### config.mk
export PLATFORM = sky130hd
export DESIGN_NAME = playlist_controller_flat
export DESIGN_NICKNAME = d
export VERILOG_FILES = /design/src/rtl/playlist_controller_if.sv /design/src/rtl/playlist_controller.sv /design/src/flat_wrapper.sv
export SDC_FILE = /design/constraint.sdc
export NUM_CORES = 1
export LEC_CHECK = 0
export ABC_AREA = 1
export CORE_MARGIN = 2
export CORE_UTILIZATION = 59
export CTS_BUF_LIST = sky130_fd_sc_hd__clkbuf_4 sky130_fd_sc_hd__clkbuf_8
export DETAILED_ROUTE_END_ITERATION = 8
export HOLD_SLACK_MARGIN = 0.15
export PLACE_DENSITY = 0.9
export SLEW_MARGIN = 5
export SYNTH_ARGS = -nofsm -noshare
export SYNTH_HDL_FRONTEND = slang
export SYNTH_SLANG_ARGS = --single-unit
### constraint.sdc
create_clock -name clk -period 4.5 [get_ports clk]
set_clock_uncertainty 0.05 [all_clocks]
set_input_delay 0.9 -clock clk [delete_from_list [all_inputs] [get_ports clk]]
set_output_delay 0.9 -clock clk [all_outputs]
set_load 0.01 [all_outputs]
### src/rtl/playlist_controller_if.sv
// Playlist controller bus: user buttons, song reader/beat feedback and player-facing outputs.
interface playlist_controller_if #(
    parameter int unsigned NUM_SONGS = 4,
    parameter int unsigned ELAPSED_W = 16
);
    localparam int unsigned SONG_W = $clog2(NUM_SONGS);

    logic                 play_pause;
    logic                 next;
    logic                 prev;
    logic [1:0]           mode;
    logic                 song_done;
    logic                 beat;
    logic                 play;
    logic [SONG_W-1:0]    song;
    logic                 reset_play;
    logic [ELAPSED_W-1:0] elapsed;

    // Stimulus side: buttons, mode and player feedback out, controller state in
    modport master (
        output play_pause, next, prev, mode, song_done, beat,
        input  play, song, reset_play, elapsed
    );

    // Controller side
    modport slave (
        input  play_pause, next, prev, mode, song_done, beat,
        output play, song, reset_play, elapsed
    );
endinterface

### src/rtl/playlist_controller.sv
// Playlist controller: selects the current song, handles play/pause, next,
// prev (restart or step back) and end-of-song in four play modes, and counts
// beats played in the current song. NUM_SONGS must be in 2..256 because the
// shuffle candidate is drawn from the 8-bit LFSR.
module playlist_controller #(
    parameter int unsigned NUM_SONGS   = 4,
    parameter int unsigned PREV_THRESH = 4,
    parameter int unsigned ELAPSED_W   = 16
) (
    input logic                  clk,
    input logic                  reset,
    playlist_controller_if.slave bus
);
    localparam int unsigned SONG_W  = $clog2(NUM_SONGS);
    localparam int unsigned LFSR_W  = 8;

    localparam logic [SONG_W-1:0]    LAST_SONG  = SONG_W'(NUM_SONGS - 1);
    localparam logic [SONG_W:0]      NUM_WIDE   = (SONG_W + 1)'(NUM_SONGS);
    localparam logic [ELAPSED_W-1:0] THRESH     = ELAPSED_W'(PREV_THRESH);
    localparam logic [LFSR_W-1:0]    LFSR_SEED  = 8'h01;

    localparam logic [1:0] MODE_SEQ        = 2'd0;
    localparam logic [1:0] MODE_LOOP_ALL   = 2'd1;
    localparam logic [1:0] MODE_REPEAT_ONE = 2'd2;
    localparam logic [1:0] MODE_SHUFFLE    = 2'd3;

    typedef enum logic {
        ST_LOAD = 1'b0,
        ST_RUN  = 1'b1
    } state_t;

    state_t               state_q, state_d;
    logic [SONG_W-1:0]    song_q, song_d;
    logic                 play_q, play_d;
    logic                 reset_play_q, reset_play_d;
    logic [ELAPSED_W-1:0] elapsed_q, elapsed_d;
    logic [LFSR_W-1:0]    lfsr_q, lfsr_d;

    logic [SONG_W-1:0]    song_inc;
    logic [SONG_W-1:0]    song_dec;
    logic [SONG_W:0]      cand_wide;
    logic [SONG_W-1:0]    cand;
    logic [SONG_W-1:0]    shuffle_pick;
    logic                 load;

    // Free-running Fibonacci LFSR, taps 8,6,5,4
    always_comb begin
        lfsr_d = {lfsr_q[LFSR_W-2:0], lfsr_q[7] ^ lfsr_q[5] ^ lfsr_q[4] ^ lfsr_q[3]};
    end

    // Neighbour songs and shuffle pick that never repeats the current song
    always_comb begin
        song_inc  = (song_q == LAST_SONG) ? '0 : song_q + SONG_W'(1);
        song_dec  = song_q - SONG_W'(1);
        cand_wide = {1'b0, lfsr_q[SONG_W-1:0]};
        if (cand_wide >= NUM_WIDE) begin
            cand_wide = cand_wide - NUM_WIDE;
        end
        cand         = cand_wide[SONG_W-1:0];
        shuffle_pick = (cand == song_q) ? song_inc : cand;
    end

    // Next-state: event arbitration (next > prev > song_done), play toggle, beat count
    always_comb begin
        state_d   = state_q;
        song_d    = song_q;
        play_d    = play_q;
        elapsed_d = elapsed_q;
        load      = 1'b0;

        if (bus.play_pause) begin
            play_d = ~play_q;
        end

        case (state_q)
            ST_LOAD: begin
                state_d = ST_RUN;
            end
            ST_RUN: begin
                if (bus.next) begin
                    load   = 1'b1;
                    song_d = (bus.mode == MODE_SHUFFLE) ? shuffle_pick : song_inc;
                end else if (bus.prev) begin
                    load = 1'b1;
                    // No shuffle history is kept, so prev is always sequential
                    if (elapsed_q >= THRESH) begin
                        song_d = song_q;
                    end else if (song_q != '0) begin
                        song_d = song_dec;
                    end else if (bus.mode == MODE_SEQ) begin
                        song_d = '0;
                    end else begin
                        song_d = LAST_SONG;
                    end
                end else if (bus.song_done) begin
                    load = 1'b1;
                    case (bus.mode)
                        MODE_SEQ: begin
                            if (song_q == LAST_SONG) begin
                                song_d = '0;
                                play_d = 1'b0;
                            end else begin
                                song_d = song_inc;
                            end
                        end
                        MODE_LOOP_ALL:   song_d = song_inc;
                        MODE_REPEAT_ONE: song_d = song_q;
                        MODE_SHUFFLE:    song_d = shuffle_pick;
                        default:         song_d = song_q;
                    endcase
                end

                if (load) begin
                    state_d   = ST_LOAD;
                    elapsed_d = '0;
                end else if (bus.beat && play_q && (elapsed_q != '1)) begin
                    elapsed_d = elapsed_q + ELAPSED_W'(1);
                end
            end
            default: begin
                state_d = ST_LOAD;
            end
        endcase

        reset_play_d = (state_d == ST_LOAD);
    end

    // State and output registers
    always_ff @(posedge clk or negedge reset) begin
        if (!reset) begin
            state_q      <= ST_LOAD;
            song_q       <= '0;
            play_q       <= 1'b0;
            reset_play_q <= 1'b1;
            elapsed_q    <= '0;
            lfsr_q       <= LFSR_SEED;
        end else begin
            state_q      <= state_d;
            song_q       <= song_d;
            play_q       <= play_d;
            reset_play_q <= reset_play_d;
            elapsed_q    <= elapsed_d;
            lfsr_q       <= lfsr_d;
        end
    end

    assign bus.play       = play_q;
    assign bus.song       = song_q;
    assign bus.reset_play = reset_play_q;
    assign bus.elapsed    = elapsed_q;

endmodule

### src/flat_wrapper.sv
// flat-port wrapper written by rule: the top's interface ports become plain ports
module playlist_controller_flat 
#(
    parameter int unsigned NUM_SONGS   = 4,
    parameter int unsigned PREV_THRESH = 4,
    parameter int unsigned ELAPSED_W   = 16
)
  (clk, reset, bus_play_pause, bus_next, bus_prev, bus_mode, bus_song_done, bus_beat, bus_play, bus_song, bus_reset_play, bus_elapsed);
  playlist_controller_if #(.NUM_SONGS(NUM_SONGS), .ELAPSED_W(ELAPSED_W)) bus_i ();
  input logic clk;
  input logic reset;
  input wire logic [$bits(bus_i.play_pause)-1:0] bus_play_pause;
  input wire logic [$bits(bus_i.next)-1:0] bus_next;
  input wire logic [$bits(bus_i.prev)-1:0] bus_prev;
  input wire logic [$bits(bus_i.mode)-1:0] bus_mode;
  input wire logic [$bits(bus_i.song_done)-1:0] bus_song_done;
  input wire logic [$bits(bus_i.beat)-1:0] bus_beat;
  output wire logic [$bits(bus_i.play)-1:0] bus_play;
  output wire logic [$bits(bus_i.song)-1:0] bus_song;
  output wire logic [$bits(bus_i.reset_play)-1:0] bus_reset_play;
  output wire logic [$bits(bus_i.elapsed)-1:0] bus_elapsed;
  assign bus_i.play_pause = bus_play_pause;
  assign bus_i.next = bus_next;
  assign bus_i.prev = bus_prev;
  assign bus_i.mode = bus_mode;
  assign bus_i.song_done = bus_song_done;
  assign bus_i.beat = bus_beat;
  assign bus_play = bus_i.play;
  assign bus_song = bus_i.song;
  assign bus_reset_play = bus_i.reset_play;
  assign bus_elapsed = bus_i.elapsed;
  playlist_controller #(.NUM_SONGS(NUM_SONGS), .PREV_THRESH(PREV_THRESH), .ELAPSED_W(ELAPSED_W)) u_core (.clk(clk), .reset(reset), .bus(bus_i));
endmodule
==> reports/results.md, run 1 <==
## Floorplanning
- 29 — number of ports placed on the die boundary
- 58.2 um — x dimension of the die
- 0.00338 sq mm — die area
- 62.2% — effective utilization at floorplan
- 19 — FP Rows
- 58.2 um — overall die height
- 0.00278 sq mm — Placeable Area

## Synthesis
- 100% — async set-reset flop share out of synthesis
- 7.15 sq um — average cell area after synthesis
- sky130_fd_sc_hd__dfrtp_1 39%, sky130_fd_sc_hd__nand2_1 18%, sky130_fd_sc_hd__nor2_1 7.2%, sky130_fd_sc_hd__nand3_1 6.1%, sky130_fd_sc_hd__inv_1 5.9% — largest cells by area after synthesis
- 23 — distinct cell type count of the synthesized netlist
- 0.00173 sq mm — summed instance area of the synthesized netlist
- 0 — number of enable flip-flop cells after synthesis
- 255 — nets in the synthesized netlist
- sky130_fd_sc_hd__dfrtp_1 — cell type with the largest total area after synthesis
- 39.0% — portion of synthesized cell area occupied by the leading cell type
- 42.1% — post-synthesis sequential area ratio
- sky130_fd_sc_hd__dfrtp_1 — primary flip-flop cell chosen by synthesis mapping
- 242 — Post-Syn Instances
- 29 — total of flip-flops plus latches after synthesis
- 0 — number of warnings printed during yosys synthesis

## Critical path
- 590 ps — Max stage delay on crit path
- 1420 ps — worst path arrival time
- 1 — Worst Path Buf+Inv
- clkdlybuf4s50_1 — cell breakdown of the critical path
- 2440 ps — setup slack of the most critical reg-to-reg path
- u_core.bus.elapsed[5] — terminus of the critical flop-to-flop path
- flop — kind of start point of the critical path
- u_core.bus.elapsed[1] — Reg-to-Reg Start
- flop to output port — Crit Path Class
- 8 — depth of the most critical reg-to-reg path
- 3550 ps — Req. time, crit path
- sky130_fd_sc_hd__clkdlybuf4s50_1 — crit path max-delay cell type
- output port — endpoint class of the critical path
- buffers and inverters — crit-path leading delay family
- 8 — Max Fanout on Critical Path

## Route
- 4 — detailed-router iteration count before antenna repair
- 12.2 um — WL per Instance
- 1620 um — length of routed wiring on met1
- 77 — 1st-iter DRT viols
- 302 um — detailed route wirelength on metal3
- 3770 um — post-detailed-routing wire length
- 0 — residual antenna-violating net count after detailed routing
- 0 — # DRC
- met4 — uppermost metal layer occupied by signal nets
- 1800 um — met2 layer wire length in the routed design
- 5.32 — routed via count divided by cell count
- 1,638 — number of vias after detailed routing

## Global routing
- 6400 um — global-route wire length before repair
- 25.4% — total routing usage reported by global routing
- 1,418 — vias in the first global route
- 0 — global-route congestion overflow total
- 0 — initial antenna violation count
- 30 — maximum number of pins on one net before global-route repair

## Clock network
- 330 ps — worst skew pair latency
- sky130_fd_sc_hd__clkbuf_4 — root cell of the clock tree
- 2 — Max Root-Sink Buffers
- 2 — H-tree levels
- 5 — number of buffers added by the clock tree synthesis step
- 0 — Gates resized, CTS repair
- 29 — clock net sink count
- 0 — # Post-CTS Setup Buffers
- 0 — cts hold-fix bufs
- done — TritonCTS clock tree
- 90 ps — clock-pin slew on the worst setup and hold paths

## Power and ir drop
- 0.661 mW — total chip power
- 0.980 nW — Leakage Power
- 0.445 mW — internal portion of total power
- 0.395 mV — worst IR drop on VDD
- 27.3% — share of total power in combinational logic
- 32.7% — switching share of power
- 313 mW/mm^2 — areal power density over the cells
- 27.4% — Clk network pwr share
- 45.3% — sequential share of power
- 0.217 mW — net switching power

## STA
- 0 ps — aggregate negative setup slack
- no — unrepaired setup endpoints after global routing
- 312 ps — worst hold slack
- 0 — max-slew violation count
- 421 MHz — Max Freq
- 822 ps — slew at the pin closest to its max-slew limit
- 0 — Final setup viols
- 52.8% — share of the clock period used by the worst path after layout
- 0 — Hold Fails Final Rpt
- 44.8% — Rel. slew slack
- 2370 ps — final critical path time including I/O delays and setup

## Layout
- 7.22% — fraction of layout instances using a drive strength above 1
- 22.0% — synthesis-to-finish area growth
- 213 — number of inserted filler cells in the final layout
- 289 — nets@finish
- 0 — number of antenna cells inserted
- sky130_fd_sc_hd__nand2_1 — most common cell after layout, fill and taps aside
- 83 x sky130_fd_sc_hd__nand2_1, 33 x sky130_fd_sc_hd__nor2_1, 28 x sky130_fd_sc_hd__clkdlybuf4s50_1 — commonest non-fill, non-tap cells in the layout

## Hold path
- u_core.lfsr_q[2] — worst hold path startpoint
- 0 — number of cells traversed by the worst hold path
- flop to flop — worst min-delay path category
- u_core.lfsr_q[3] — destination of the worst hold path

## Placed design
- 2750 um — Detailed Place HPWL
- 28 — Port Buffer Count
- 0.849 — Final Wtd Congestion

## Outcome
- finished clean — status

## Flow run
- 0 — max-cap violation count

-- Yosys cell counts (2+ instances only) --
library cell              count
sky130_fd_sc_hd__nand3_1     21
sky130_fd_sc_hd__ha_1         4
sky130_fd_sc_hd__nor2_1      33
sky130_fd_sc_hd__dfstp_2      2
sky130_fd_sc_hd__nor2_2       3
sky130_fd_sc_hd__o21ai_1     11
sky130_fd_sc_hd__nand2_2      2
sky130_fd_sc_hd__xnor2_1      4
sky130_fd_sc_hd__o21ai_0      4
sky130_fd_sc_hd__dfrtp_1     27
sky130_fd_sc_hd__inv_1       27
sky130_fd_sc_hd__xor2_1       6
sky130_fd_sc_hd__nor3b_1      2
sky130_fd_sc_hd__nand4_1      5
sky130_fd_sc_hd__nand2_1     83
-- worst register-to-register path: cells and delay by family, from the launching register on --
family	cells	cell delay, ps
adder cells (fa/ha/maj)	1	270
AO/OA/AOI/OAI	2	740
AND/OR/NAND/NOR	5	490
flip-flops	1	430
-- power groups by stage --
| stage | Sequential [mW] | Combinational, mW | Clock [mW] |
|---|---|---|---|
| after floorplan | 0.307 | 0.110 | 0 |
| final | 0.300 | 0.180 | 0.181 |
| after detailed placement | 0.305 | 0.176 | 0 |
| after global routing | 0.302 | 0.206 | 0.199 |
| after global placement | 0.303 | 0.173 | 0 |
| after CTS | 0.300 | 0.181 | 0.185 |
-- per-layer routing --
layer / up-vias / track usage, %
li1: 821 / -
met1: 744 / 35.4
met2: 67 / 39.9
met3: 6 / 5.80
met4: 0 / 6.98
met5: - / 0
-- flip-flops by register name (all words and copies together) (netlist names) --
signal / flops
u_core.bus.play: 1
u_core.state_q: 1
u_core.bus.elapsed: 16
u_core.lfsr_q: 8
u_core.bus.song: 2
u_core.bus.reset_play: 1
-- how the worst max path moves through the flow --
stage                      startpoint                endpoint  cells past startpoint
2_1_floorplan                bus_prev  u_core.bus.elapsed[14]                     10
3_3_place_gp                 bus_next  u_core.bus.elapsed[14]                      9
3_5_place_dp                 bus_next   u_core.bus.elapsed[3]                      9
4_1_cts        u_core.bus.elapsed[10]         bus_elapsed[10]                      1
5_1_grt                      bus_prev   u_core.bus.elapsed[3]                      9
6_report       u_core.bus.elapsed[10]         bus_elapsed[10]                      1
-- kinds of logic after synthesis --
group                    after synthesis  synth area share (%)
AND/OR/NAND/NOR                      152                  37.9
buffers and inverters                 31                  7.23
flip-flops                            29                  42.1
AO/OA/AOI/OAI                         16                  4.84
XOR/XNOR                              10                  5.06
adder cells (fa/ha/maj)                4                  2.89
-- through the flow --
stage | setup slack (ps) | util, % | instance area [sq um] | std cells
finish | 2130 | 75.9 | 2110 | 308
global route | 1970 | 75.9 | 2110 | 308
detailed placement | 1840 | 73.4 | 2040 | 300
global placement | 1900 | 73.4 | 2040 | 300
floorplan | 2600 | - | 1730 | 242
CTS | 2130 | 75.9 | 2110 | 308
-- final cells by class --
class	count	area (sq um)	share of cell area [%]
flip-flops and latches	29	728	34.5
inverters	29	109	5.16
clock buffers	7	65.1	3.08
well taps	31	38.8	1.84
multi-input cells	182	877	41.6
clock inverters	1	5.00	0.237
repair buffers	29	288	13.6
(Power assumes the default switching activity.)
==> inputs of run 2 (changes only) <==
- CORE_UTILIZATION: 59 -> 49
- PLACE_DENSITY: 0.9 -> 0.8
- clock period: 4.5 -> 2.1 ns (I/O delays scaled with it)
==> reports/results.md, run 2 (same netlist as run 1, synthesis figures left out) <==
## Critical path
- 7 — Max Fanout on Critical Path, -1
- 1 — Worst Path Buf+Inv, unchanged
- 1630 ps — Req. time, crit path, -1920 ps
- flop — kind of start point of the critical path
- sky130_fd_sc_hd__clkdlybuf4s50_1 — crit path max-delay cell type
- buffers and inverters — crit-path leading delay family
- output port — endpoint class of the critical path
- flop to output port — Crit Path Class
- 1440 ps — worst path arrival time, +20 ps
- clkdlybuf4s50_1 — cell breakdown of the critical path
- 590 ps — Max stage delay on crit path, about the same

## Power and ir drop
- 27.4% — share of total power in combinational logic, about the same
- 0.456 mW — net switching power, +110%
- 27.4% — Clk network pwr share, about the same
- 0.543 mV — worst IR drop on VDD, +37%
- 1.42 mW — total chip power, +110%
- 0.995 nW — Leakage Power, +1.5%
- 32.2% — switching share of power, -0.55 points
- 658 mW/mm^2 — areal power density over the cells, +110%
- 45.2% — sequential share of power, about the same
- 0.961 mW — internal portion of total power, +120%

## STA
- 0 — max-slew violation count, unchanged
- 0 ps — aggregate negative setup slack, unchanged
- 193 ps — worst setup slack after layout, -1930 ps
- 0 — Final setup viols, unchanged
- no — unrepaired setup endpoints after global routing
- 373 ps — slew at the pin closest to its max-slew limit, -450 ps
- 524 MHz — Max Freq
- 1910 ps — final critical path time including I/O delays and setup
- 0 — Hold Fails Final Rpt, unchanged
- 90.8% — share of the clock period used by the worst path after layout
- 75.1% — Rel. slew slack, +30 points

## Route
- 11.7 um — WL per Instance, -4.5%
- 99 — 1st-iter DRT viols, +29%
- 0 — # DRC, unchanged
- 4.97 — routed via count divided by cell count, -6.6%
- 3810 um — post-detailed-routing wire length, +1.1%
- 4 — detailed-router iteration count before antenna repair, unchanged
- 1,619 — number of vias after detailed routing, -1.2%
- 0 — residual antenna-violating net count after detailed routing, unchanged

## Layout
- 83 x sky130_fd_sc_hd__nand2_1, 33 x sky130_fd_sc_hd__nor2_1, 28 x sky130_fd_sc_hd__clkdlybuf4s50_1 — commonest non-fill, non-tap cells in the layout
- 292 — nets@finish, +1.0%
- 8.21% — fraction of layout instances using a drive strength above 1, +0.99 points
- 0 — number of antenna cells inserted, unchanged
- 16 — max reg flops, unchanged
- 24.4% — synthesis-to-finish area growth
- 336 — number of inserted filler cells in the final layout, +58%
- sky130_fd_sc_hd__nand2_1 — most common cell after layout, fill and taps aside

## Floorplanning
- 0.00402 sq mm — die area, +19%
- 63.4 um — x dimension of the die, +9.1%
- 21 — FP Rows, +2
- 63.4 um — overall die height, +9.1%
- 29 — number of ports placed on the die boundary, unchanged
- 51.5% — effective utilization at floorplan, -11 points
- 0.00336 sq mm — Placeable Area, +21%

## Global routing
- 22.3% — total routing usage reported by global routing, -3.1 points
- 30 — maximum number of pins on one net before global-route repair, unchanged
- 0 — initial antenna violation count, unchanged
- 1,586 — vias in the first global route, +12%
- 6900 um — global-route wire length before repair, +7.9%
- 0 — global-route congestion overflow total, unchanged

## Clock network
- done — TritonCTS clock tree
- 29 — clock net sink count, unchanged
- 2 — H-tree levels, unchanged
- 0 — cts hold-fix bufs, unchanged
- 0 — Gates resized, CTS repair, unchanged
- sky130_fd_sc_hd__clkbuf_4 — root cell of the clock tree
- 5 — number of buffers added by the clock tree synthesis step, unchanged
- 0 — # Post-CTS Setup Buffers, unchanged
- 2 — Max Root-Sink Buffers, unchanged
- 90 ps — clock-pin slew on the worst setup and hold paths, about the same
- 330 ps — worst skew pair latency, about the same

## Placed design
- 2770 um — Detailed Place HPWL, +0.53%
- 0.906 — Final Wtd Congestion, +6.6%
- 28 — Port Buffer Count, unchanged
- 214 ps — setup slack at placement, -1620 ps

## Flow run
- 0 — max-cap violation count, unchanged

## Hold path
- flop to flop — worst min-delay path category

## Outcome
- finished clean — status

## run 2: power groups by stage
stage / Combinational [mW] / Clock [mW] / Sequential, mW
after floorplan: 0.235 / 0 / 0.658
after global placement: 0.382 / 0 / 0.652
after global routing: 0.441 / 0.435 / 0.649
after detailed placement: 0.388 / 0 / 0.652
after CTS: 0.390 / 0.399 / 0.641
final: 0.388 / 0.389 / 0.640
## run 2: final cells by class
cell class | instances | area, sq um | area share [%]
multi-input cells | 182 | 877 | 40.8
flip-flops and latches | 29 | 728 | 33.8
repair buffers | 32 | 310 | 14.4
inverters | 29 | 109 | 5.06
clock buffers | 7 | 65.1 | 3.02
well taps | 46 | 57.6 | 2.67
clock inverters | 1 | 5.00 | 0.233
## run 2: layer usage
layer / up-vias / routed length, um / GRT usage (%) / part of all wire [%]
met5: - / 0 / 0 / 0
met4: 0 / 85 / 11.4 / 2.2
met1: 727 / 1760 / 28.6 / 46
li1: 833 / - / - / -
met2: 50 / 1760 / 34.3 / 46
met3: 9 / 207 / 5.89 / 5.4
## run 2: path summary, 6_finish.rpt
path                                        from  depth (start not counted)                endpoint  slack, ps
min reg2reg                     u_core.lfsr_q[2]                          0        u_core.lfsr_q[3]        310
max in group asynchronous                  reset                          2        u_core.lfsr_q[0]       1270
min in group asynchronous                  reset                          2   u_core.bus.elapsed[3]        410
max                        u_core.bus.elapsed[7]                          1          bus_elapsed[7]        190
max reg2reg                u_core.bus.elapsed[1]                          8  u_core.bus.elapsed[15]        330
min                             u_core.lfsr_q[2]                          0        u_core.lfsr_q[3]        310
## run 2: stage by stage
stage | cell area [sq um] | util, % | cells | hold slack (ps)
global route | 2150 | 64.0 | 326 | 328
CTS | 2150 | 64.0 | 326 | 312
finish | 2150 | 64.0 | 326 | 309
detailed placement | 2080 | 61.9 | 318 | 291
global placement | 2080 | 61.9 | 318 | 283
floorplan | 1730 | - | 242 | 74.4
